==> src/rtl/note_sequencer.sv <==
// -----------------------------------------------------------------------------
// note_sequencer
//
// Walks a per-level note ROM one entry per beat. It absorbs the ROM's
// one-cycle registered read latency and hands each non-rest note to the
// arrow-spawn logic. The level ends when the terminator code is read.
//
// Optional feature macro: SEQ_LOOP_EN
//   defined   : reading END_CODE restarts at address 0 (practice loop);
//               done never asserts through the terminator path.
//   undefined : reading END_CODE ends the level in DONE.
//
// Handshake: note_out/note_valid form a valid/ready source. A transfer
// occurs on a posedge where note_valid and note_ready are both high.
// note_valid is held, with note_out stable, until that transfer, and it
// drops in the following cycle.
//
// Ports:
//   clk        in   system clock, all logic on posedge
//   rst_n      in   synchronous active-low reset
//   start      in   begin the level (sampled only in IDLE or DONE)
//   pause      in   level-sensitive beat-timer freeze
//   rom_addr   out  address to the level ROM
//   rom_note   in   ROM data, valid one cycle after rom_addr
//   note_out   out  captured note (bit3 left, bit2 down, bit1 up, bit0 right)
//   note_valid out  note_out valid, held until note_ready
//   note_ready in   downstream accepts the note
//   beat_tick  out  one-cycle pulse per beat
//   busy       out  high from FETCH through PRESENT/WAIT_BEAT
//   done       out  high in DONE
//   overrun    out  sticky: a beat was lost while a note was stalled
//   dbg_state  out  current FSM state encoding, for observation
// -----------------------------------------------------------------------------
module note_sequencer #(
    parameter int                    ADDR_WIDTH = 6,
    parameter int                    DATA_WIDTH = 4,
    parameter int                    BEAT_DIV   = 12500000,
    parameter logic [DATA_WIDTH-1:0] END_CODE   = 4'b1111,
    parameter logic [DATA_WIDTH-1:0] REST_CODE  = 4'b0000
) (
    input  logic                  clk,
    input  logic                  rst_n,
    input  logic                  start,
    input  logic                  pause,
    output logic [ADDR_WIDTH-1:0] rom_addr,
    input  logic [DATA_WIDTH-1:0] rom_note,
    output logic [DATA_WIDTH-1:0] note_out,
    output logic                  note_valid,
    input  logic                  note_ready,
    output logic                  beat_tick,
    output logic                  busy,
    output logic                  done,
    output logic                  overrun,
    output logic [2:0]            dbg_state
);

    typedef enum logic [2:0] {
        S_IDLE      = 3'd0,
        S_FETCH     = 3'd1,
        S_CAPTURE   = 3'd2,
        S_PRESENT   = 3'd3,
        S_WAIT_BEAT = 3'd4,
        S_DONE      = 3'd5
    } state_t;

    localparam logic [23:0] LP_DIV_M1 = 24'(BEAT_DIV - 1);

    state_t                r_state;
    logic [ADDR_WIDTH-1:0] r_addr;
    logic [23:0]           r_cnt;
    logic                  r_pending;
    logic [DATA_WIDTH-1:0] r_note;
    logic                  r_valid;
    logic                  r_busy;
    logic                  r_done;
    logic                  r_overrun;

    logic w_running;
    logic w_tick;
    logic w_last;

    assign w_running = (r_state != S_IDLE) && (r_state != S_DONE);
    // The tick is qualified by pause so a frozen counter sitting on
    // BEAT_DIV-1 cannot fire repeatedly.
    assign w_tick    = w_running && !pause && (r_cnt == LP_DIV_M1);
    assign w_last    = (r_addr == {ADDR_WIDTH{1'b1}});

    always_ff @(posedge clk) begin
        if (!rst_n) begin
            r_state   <= S_IDLE;
            r_addr    <= '0;
            r_cnt     <= '0;
            r_pending <= 1'b0;
            r_note    <= '0;
            r_valid   <= 1'b0;
            r_busy    <= 1'b0;
            r_done    <= 1'b0;
            r_overrun <= 1'b0;
        end else begin
            if (w_running && !pause) begin
                r_cnt <= w_tick ? 24'd0 : r_cnt + 24'd1;
            end

            // Only one beat can be remembered; a second one while the
            // first is still owed is lost and flagged.
            if (w_tick && r_pending) begin
                r_overrun <= 1'b1;
            end
            if (w_tick && (r_state != S_WAIT_BEAT)) begin
                r_pending <= 1'b1;
            end

            case (r_state)
                S_IDLE, S_DONE: begin
                    if (start) begin
                        r_addr    <= '0;
                        r_cnt     <= '0;
                        r_overrun <= 1'b0;
                        r_pending <= 1'b0;
                        r_busy    <= 1'b1;
                        r_done    <= 1'b0;
                        r_state   <= S_FETCH;
                    end
                end
                S_FETCH: begin
                    // ROM registers rom_addr on this edge.
                    r_state <= S_CAPTURE;
                end
                S_CAPTURE: begin
                    if (rom_note == END_CODE) begin
`ifdef SEQ_LOOP_EN
                        r_addr  <= '0;
                        r_state <= S_FETCH;
`else
                        r_busy  <= 1'b0;
                        r_done  <= 1'b1;
                        r_state <= S_DONE;
`endif
                    end else if (rom_note == REST_CODE) begin
                        r_state <= S_WAIT_BEAT;
                    end else begin
                        r_note  <= rom_note;
                        r_valid <= 1'b1;
                        r_state <= S_PRESENT;
                    end
                end
                S_PRESENT: begin
                    if (note_ready) begin
                        r_valid <= 1'b0;
                        r_state <= S_WAIT_BEAT;
                    end
                end
                S_WAIT_BEAT: begin
                    if (w_tick || r_pending) begin
                        if (w_last) begin
                            r_busy  <= 1'b0;
                            r_done  <= 1'b1;
                            r_state <= S_DONE;
                        end else begin
                            r_addr    <= r_addr + 1'b1;
                            r_pending <= 1'b0;
                            r_state   <= S_FETCH;
                        end
                    end
                end
                default: begin
                    r_state <= S_IDLE;
                end
            endcase
        end
    end

    assign rom_addr   = r_addr;
    assign note_out   = r_note;
    assign note_valid = r_valid;
    assign beat_tick  = w_tick;
    assign busy       = r_busy;
    assign done       = r_done;
    assign overrun    = r_overrun;
    assign dbg_state  = r_state;

endmodule

==> config.mk <==
export PLATFORM = sky130hd
export DESIGN_NAME = note_sequencer
export DESIGN_NICKNAME = d
export VERILOG_FILES = /design/src/rtl/note_sequencer.sv
export SDC_FILE = /design/constraint.sdc
export NUM_CORES = 1
export LEC_CHECK = 0
export ABC_CLOCK_PERIOD_IN_PS = 3700
export CORE_MARGIN = 1.5
export CORE_UTILIZATION = 61
export CTS_BUF_LIST = sky130_fd_sc_hd__clkbuf_2
export CTS_CLUSTER_DIAMETER = 80
export DETAILED_ROUTE_END_ITERATION = 16
export GPL_ROUTABILITY_DRIVEN = 0
export HOLD_SLACK_MARGIN = 0.05
export PLACE_DENSITY = 0.95
export REMOVE_ABC_BUFFERS = 1
export SLEW_MARGIN = 40
export SYNTH_ARGS = -nofsm -noshare
export SYNTH_HDL_FRONTEND = slang
export SYNTH_SLANG_ARGS = --single-unit
==> constraint.sdc <==
create_clock -name clk -period 3.7 [get_ports clk]
set_input_delay 0.74 -clock clk [delete_from_list [all_inputs] [get_ports clk]]
set_output_delay 0.74 -clock clk [all_outputs]
set_load 0.05 [all_outputs]
==> reports/summary.json, run 1 <==
{
  "tritoncts.num_buffers": 5,
  "worst_slack_ps": 628,
  "maxCapViolations": 0,
  "run_status": "completed",
  "final-hold-violation-count": 0,
  "clock-root-buffer": "sky130_fd_sc_hd__clkbuf_2",
  "asyncSetResetFlopFracSynth_pct": 0,
  "post_route_cells_drive_above_1_share_pct": 7.97,
  "power.leakage_nw": 0.808,
  "period_needed_ps": 3070,
  "synth_warnings": 0,
  "power.net_switching_mw": 0.600,
  "total_routing_usage_gr_pct": 25.7,
  "power_density_nw_per_um2": 549,
  "syn_inst": 248,
  "finalSetupViolations": 0,
  "cts_tree": "built",
  "ctsResizeCount": 0,
  "cts.sinks": 42,
  "p_seq_share_pct": 42.4,
  "synth_top_cells_by_area": "sky130_fd_sc_hd__dfxtp_1, sky130_fd_sc_hd__xnor2_1, sky130_fd_sc_hd__nor2_1",
  "vias": 1933,
  "intPower_mw": 0.744,
  "seq_area_frac_synth_pct": 40.1,
  "rsz0062_at_grt": "no",
  "critical_path_arrival_ps": 2330,
  "timing.critical_path.required_ps": 2960,
  "syn_area_um2": 2090,
  "fin_tns_setup_ps": 0,
  "antenna_violations_before_repair": 0,
  "finish.utilization_pct": 73.9,
  "setup.worst_path.class": "reg -> out",
  "worst_setup_path_start_kind": "flip-flop",
  "p_clk_share_pct": 14.6,
  "die-area_um2": 3790,
  "fillerInstances": 248,
  "multi_input_area_um2": 1190,
  "grt_overflow_total": 0,
  "placement_rows": 21,
  "grt_start_max_net_pins": 22,
  "route.detailed.drc": 0,
  "synth_top_area_share_pct": 40.1,
  "dp_hpwl_um": 3280,
  "detail_route.wirelength_um": 4580,
  "antenna_cells_inserted": 0,
  "coreArea_um2": 3310,
  "worstSkewPairLatency_ps": 420,
  "post-cts-setup-buffers": 0,
  "yosysTopAreaCell": "sky130_fd_sc_hd__dfxtp_1",
  "drt-vias-per-instance": 6.00,
  "hold_path_class": "reg -> reg",
  "switching_share_pct": 44.6,
  "max_root_sink_buffers": 2,
  "first_pass_grt_wire_length_um": 7220,
  "port_buffers": 26,
  "synth_cell_type_count": 44,
  "achievable-frequency_mhz": 326,
  "part_of_the_cycle_the_worst_path_needs_pct": 83.0,
  "dp_slack_ps": 743,
  "finalClockSkew_ps": 26.9,
  "critical_path.max_fanout": 15,
  "drt-wirelength-per-cell_um": 14.2,
  "synth_edf_count": 0,
  "synthesized_area_per_cell_um2": 8.45,
  "flow.area_growth_from_synthesis_pct": 16.8,
  "comb_pwr_share_pct": 42.9,
  "grt_pass1_vias": 1707,
  "floorplan.die.height_um": 61.6,
  "drt-initial-drc-count": 146,
  "most-common-layout-cells": "sky130_fd_sc_hd__dfxtp_1, sky130_fd_sc_hd__nor2_1, sky130_fd_sc_hd__clkdlybuf4s50_1",
  "dr.pass1.iters": 4,
  "worst-slew-pin-transition_ps": 554,
  "synth-seq-cells": 42,
  "endpoint_kind": "output pin",
  "final_antenna_violating_net_count": 0,
  "ir_worst_vdd_mv": 0.300,
  "relative_slew_slack_pct": 62.9,
  "number_of_levels_the_h_tree_was_split_into": 2,
  "layout_commonest_cell": "sky130_fd_sc_hd__dfxtp_1",
  "sequential_cell_area_um2": 841,
  "clk_pin_slew_ps": 220,
  "yosys_most_used_dff": "sky130_fd_sc_hd__dfxtp_1",
  "cts_hold_buffers": 0,
  "initial_utilization_pct": 63.3,
  "count_of_final_max_slew_check_failures": 0,
  "die_width_um": 61.6,
  "finish.net_count": 286,
  "ioPinCount": 27
}
==> power groups by stage <==
stage	Combinational (mW)	Clock [mW]	Sequential [mW]
floorplan	0.267	0	0.702
global placement	0.557	0	0.578
detailed placement	0.569	0	0.579
CTS	0.572	0.200	0.569
global route	0.620	0.218	0.580
finish	0.577	0.197	0.570
==> per-layer routing <==
layer	GRT usage (%)	share of wire, %	vias to the layer above
met2	41.2	47	60
met4	11.2	2.0	0
met3	7.35	5.7	10
met1	32.0	46	907
met5	0	0	-
li1	-	-	956
==> synth_stat cells (3+ instances only) <==
cell	instances
sky130_fd_sc_hd__nand3_1	14
sky130_fd_sc_hd__nand3b_1	3
sky130_fd_sc_hd__or2_2	3
sky130_fd_sc_hd__a21oi_1	11
sky130_fd_sc_hd__o311ai_0	3
sky130_fd_sc_hd__o31ai_1	4
sky130_fd_sc_hd__nor4_1	10
sky130_fd_sc_hd__nand2_1	19
sky130_fd_sc_hd__and3_1	4
sky130_fd_sc_hd__nand4_1	4
sky130_fd_sc_hd__clkbuf_1	5
sky130_fd_sc_hd__buf_2	4
sky130_fd_sc_hd__o21ai_0	6
sky130_fd_sc_hd__o221a_2	5
sky130_fd_sc_hd__xor2_1	5
sky130_fd_sc_hd__dfxtp_1	42
sky130_fd_sc_hd__inv_1	9
sky130_fd_sc_hd__nor2_1	33
sky130_fd_sc_hd__and4_1	4
sky130_fd_sc_hd__nor3_1	9
sky130_fd_sc_hd__xnor2_1	19
==> worst paths after layout <==
check,from,to,cells past startpoint,slack (ps)
max,dbg_state[0],beat_tick,4,630
min reg2reg,busy,busy,2,490
min,busy,busy,2,490
max reg2reg,dbg_state[0],rom_addr[2],5,1200
==> through the flow <==
stage	hold WS, ps	power [mW]	instance area [µm²]	std cells
2_1_floorplan	462	0.968	2060	239
3_3_place_gp	455	1.13	2400	313
3_5_place_dp	466	1.15	2400	313
4_1_cts	487	1.34	2440	321
5_1_grt	516	1.42	2450	322
6_report	485	1.34	2450	322
==> worst max-delay path, stage by stage (launching register included) <==
cell and delay [ps]:
sky130_fd_sc_hd__dfxtp_1 680, sky130_fd_sc_hd__xor2_1 370, sky130_fd_sc_hd__o21ai_1 230, sky130_fd_sc_hd__nor3_1 440, sky130_fd_sc_hd__buf_12 190
==> cell families after synthesis <==
family / synth area share (%)
compound gates: 15.3
mux: 0.956
flops: 40.1
fa+ha+maj: 1.19
buf+inv: 3.46
simple gates: 28.9
xor+xnor: 10.0
==> registers in the layout, summed over array words and instances, names as in the netlist <==
| register | count |
|---|---|
| overrun | 1 |
| busy | 1 |
| done | 1 |
| note_valid | 1 |
| r_pending | 1 |
| note_out | 4 |
| dbg_state | 3 |
| rom_addr | 6 |
| r_cnt | 24 |
==> cell type report <==
cell class              instances  area share (%)
clock buffers                   6            1.23
clock inverters                 2           0.358
inverters                       9            1.38
multi-input cells             188            48.5
flip-flops and latches         42            34.4
well taps                      46            2.35
repair buffers                 29            11.9
Power figures use the tool's default switching activity.
==> run 2, diff against run 1 <==
Settings changed: ABC_CLOCK_PERIOD_IN_PS 3700 to 2700, CORE_UTILIZATION 61 to 51, PLACE_DENSITY 0.95 to 0.85.
Clock period 3.7 ns to 2.7 ns, I/O delays scaled along.
==> run 2 against run 1 <==
  * Flip-flop and latch count stayed put
  * Critical path depth fell by 3
  * Combinational power is 50% higher
  * Via count down 1.2%
  * Setup slack worse by 450 ps
  * Highest routed layer unchanged
  * Sequential power increased by 30%
  * Power up 39%
  * Non-clock buffer count increased by 7
==> reports/summary.json, run 2 (synthesis results as in run 1) <==
{
  "run_status": "completed",
  "relative_slew_slack_pct": 51.7,
  "dr_wl_met2_um": 2060,
  "timing.critical_path.required_ps": 2160,
  "met3RoutedLength_um": 260,
  "hold_slack_ps": 505,
  "worst_slack_ps": 181,
  "worst-r2r-cell-count": 6,
  "final-hold-violation-count": 0,
  "worst_path_largest_cell_delay_ps": 900,
  "achievable-frequency_mhz": 397,
  "fin_total_pwr_mw": 1.87,
  "antenna_violations_before_repair": 0,
  "route.detailed.drc": 0,
  "coreArea_um2": 3970,
  "initial_utilization_pct": 52.7,
  "wl_met1_um": 2160,
  "ir_worst_vdd_mv": 0.291,
  "first_pass_grt_wire_length_um": 7780,
  "rr_startpoint": "r_cnt[0]",
  "tritoncts.num_buffers": 5,
  "final_design_area_no_fill_um2": 2500,
  "port_buffers": 26,
  "reg_to_reg_setup_timing_slack_ps": 480,
  "r2r-end": "rom_addr[2]",
  "largest_register_ff_count": 24,
  "layout_commonest_cell": "sky130_fd_sc_hd__dfxtp_1",
  "cell_breakdown_of_the_critical_path": "clkdlybuf4s50_1",
  "cts_tree": "built",
  "count_of_final_max_slew_check_failures": 0,
  "part_of_the_cycle_the_worst_path_needs_pct": 93.3,
  "cts.sinks": 42,
  "total_routing_usage_gr_pct": 23.0,
  "critical-path-slowest-cell": "sky130_fd_sc_hd__clkdlybuf4s50_1",
  "power.leakage_nw": 0.844,
  "dr.pass1.iters": 4,
  "critical_path_arrival_ps": 1980,
  "sequential_cell_area_um2": 841,
  "detail_route.wirelength_um": 4580,
  "floorplan.die.height_um": 67.1,
  "cts_hold_buffers": 0,
  "worstSkewPairLatency_ps": 430,
  "number_of_levels_the_h_tree_was_split_into": 2,
  "timing.hold.worst.start": "busy",
  "worst_hold_path.num_cells": 2,
  "vias": 1909,
  "post-cts-setup-buffers": 0,
  "clk_pin_slew_ps": 210,
  "endpoint_kind": "output pin",
  "ctsResizeCount": 0,
  "finalSetupViolations": 0,
  "max_layer_used": "met4",
  "grt_pass1_vias": 1701,
  "final_antenna_violating_net_count": 0,
  "fillerInstances": 338,
  "worst-slew-pin-transition_ps": 722,
  "hold-path-endpoint": "busy",
  "drt-wirelength-per-cell_um": 13.8,
  "die_width_um": 67.1,
  "critical_path.max_fanout": 14,
  "grt_overflow_total": 0,
  "most-common-layout-cells": "sky130_fd_sc_hd__dfxtp_1, sky130_fd_sc_hd__nor2_1, sky130_fd_sc_hd__clkdlybuf4s50_1",
  "setup.worst_path.class": "reg -> out",
  "flow.area_growth_from_synthesis_pct": 19.3,
  "max_root_sink_buffers": 2,
  "cp.buffers_inverters": 1,
  "grt_start_max_net_pins": 22,
  "dp_slack_ps": 85.7,
  "drt-initial-drc-count": 112,
  "critPathTopFamily": "buffers and inverters",
  "finish.net_count": 293,
  "placement_rows": 23,
  "worst_setup_path_start_kind": "flip-flop",
  "placed_cell_area_um2": 2460,
  "ioPinCount": 27,
  "dp_hpwl_um": 3260,
  "hold_path_class": "reg -> reg",
  "rsz0062_at_grt": "no",
  "multi_input_area_um2": 1180,
  "period_needed_ps": 2520,
  "die-area_um2": 4500,
  "finalClockSkew_ps": 31.8,
  "drt-vias-per-instance": 5.75,
  "maxCapViolations": 0,
  "clock-root-buffer": "sky130_fd_sc_hd__clkbuf_2",
  "top_register": "r_cnt",
  "power_density_nw_per_um2": 750,
  "post_route_cells_drive_above_1_share_pct": 9.93,
  "antenna_cells_inserted": 0
}
-- run 2: stage by stage --
step | cells | util, % | TNS (ps)
after global placement | 325 | 62.0 | 0
after floorplan | 239 | - | -382
after CTS | 332 | 62.9 | 0
after detailed placement | 325 | 62.0 | 0
after global routing | 332 | 62.9 | 0
final | 332 | 62.9 | 0
-- run 2: worst max-delay path by stage --
stage          slack (ps)          from  cells past startpoint      endpoint
2_1_floorplan        -380  dbg_state[0]                      3     beat_tick
3_3_place_gp          140         pause                      6   rom_addr[2]
5_1_grt                40      r_cnt[0]                      6     beat_tick
4_1_cts               170  dbg_state[1]                      1  dbg_state[1]
6_report              180  dbg_state[1]                      1  dbg_state[1]
3_5_place_dp           90         pause                      6   rom_addr[2]
-- run 2: per-layer routing --
metal  vias up  GRT usage, %
met4         0          9.69
met5         -             0
met1       886          30.6
li1        971             -
met2        44          34.5
met3         8          6.76
-- run 2: cell type report --
type                       instances  area share [%]
multi-input combinational        188            47.3
sequential                        42            33.7
timing repair buffer              36            13.8
tap                               50            2.50
inverter                           9            1.35
clock buffer                       5            1.00
clock inverter                     2           0.401
-- run 2: where the power goes --
part | switching [mW] | internal (mW) | total (mW)
Sequential | 0.0594 | 0.683 | 0.742
Combinational | 0.557 | 0.305 | 0.863
Clock | 0.213 | 0.0560 | 0.269
-- run 2: tightest hold or removal path, cell delays in order, from the launching register on --
cell                      delay, ps
sky130_fd_sc_hd__dfxtp_1        360
sky130_fd_sc_hd__o31ai_1         70
sky130_fd_sc_hd__a21oi_1         60
==> run 3, diff against run 2 <==
Settings changed: TNS_END_PERCENT set to 30.
==> results of run 3 <==
Same layout as run 2: the final DEF is identical, and so are final timing and power.
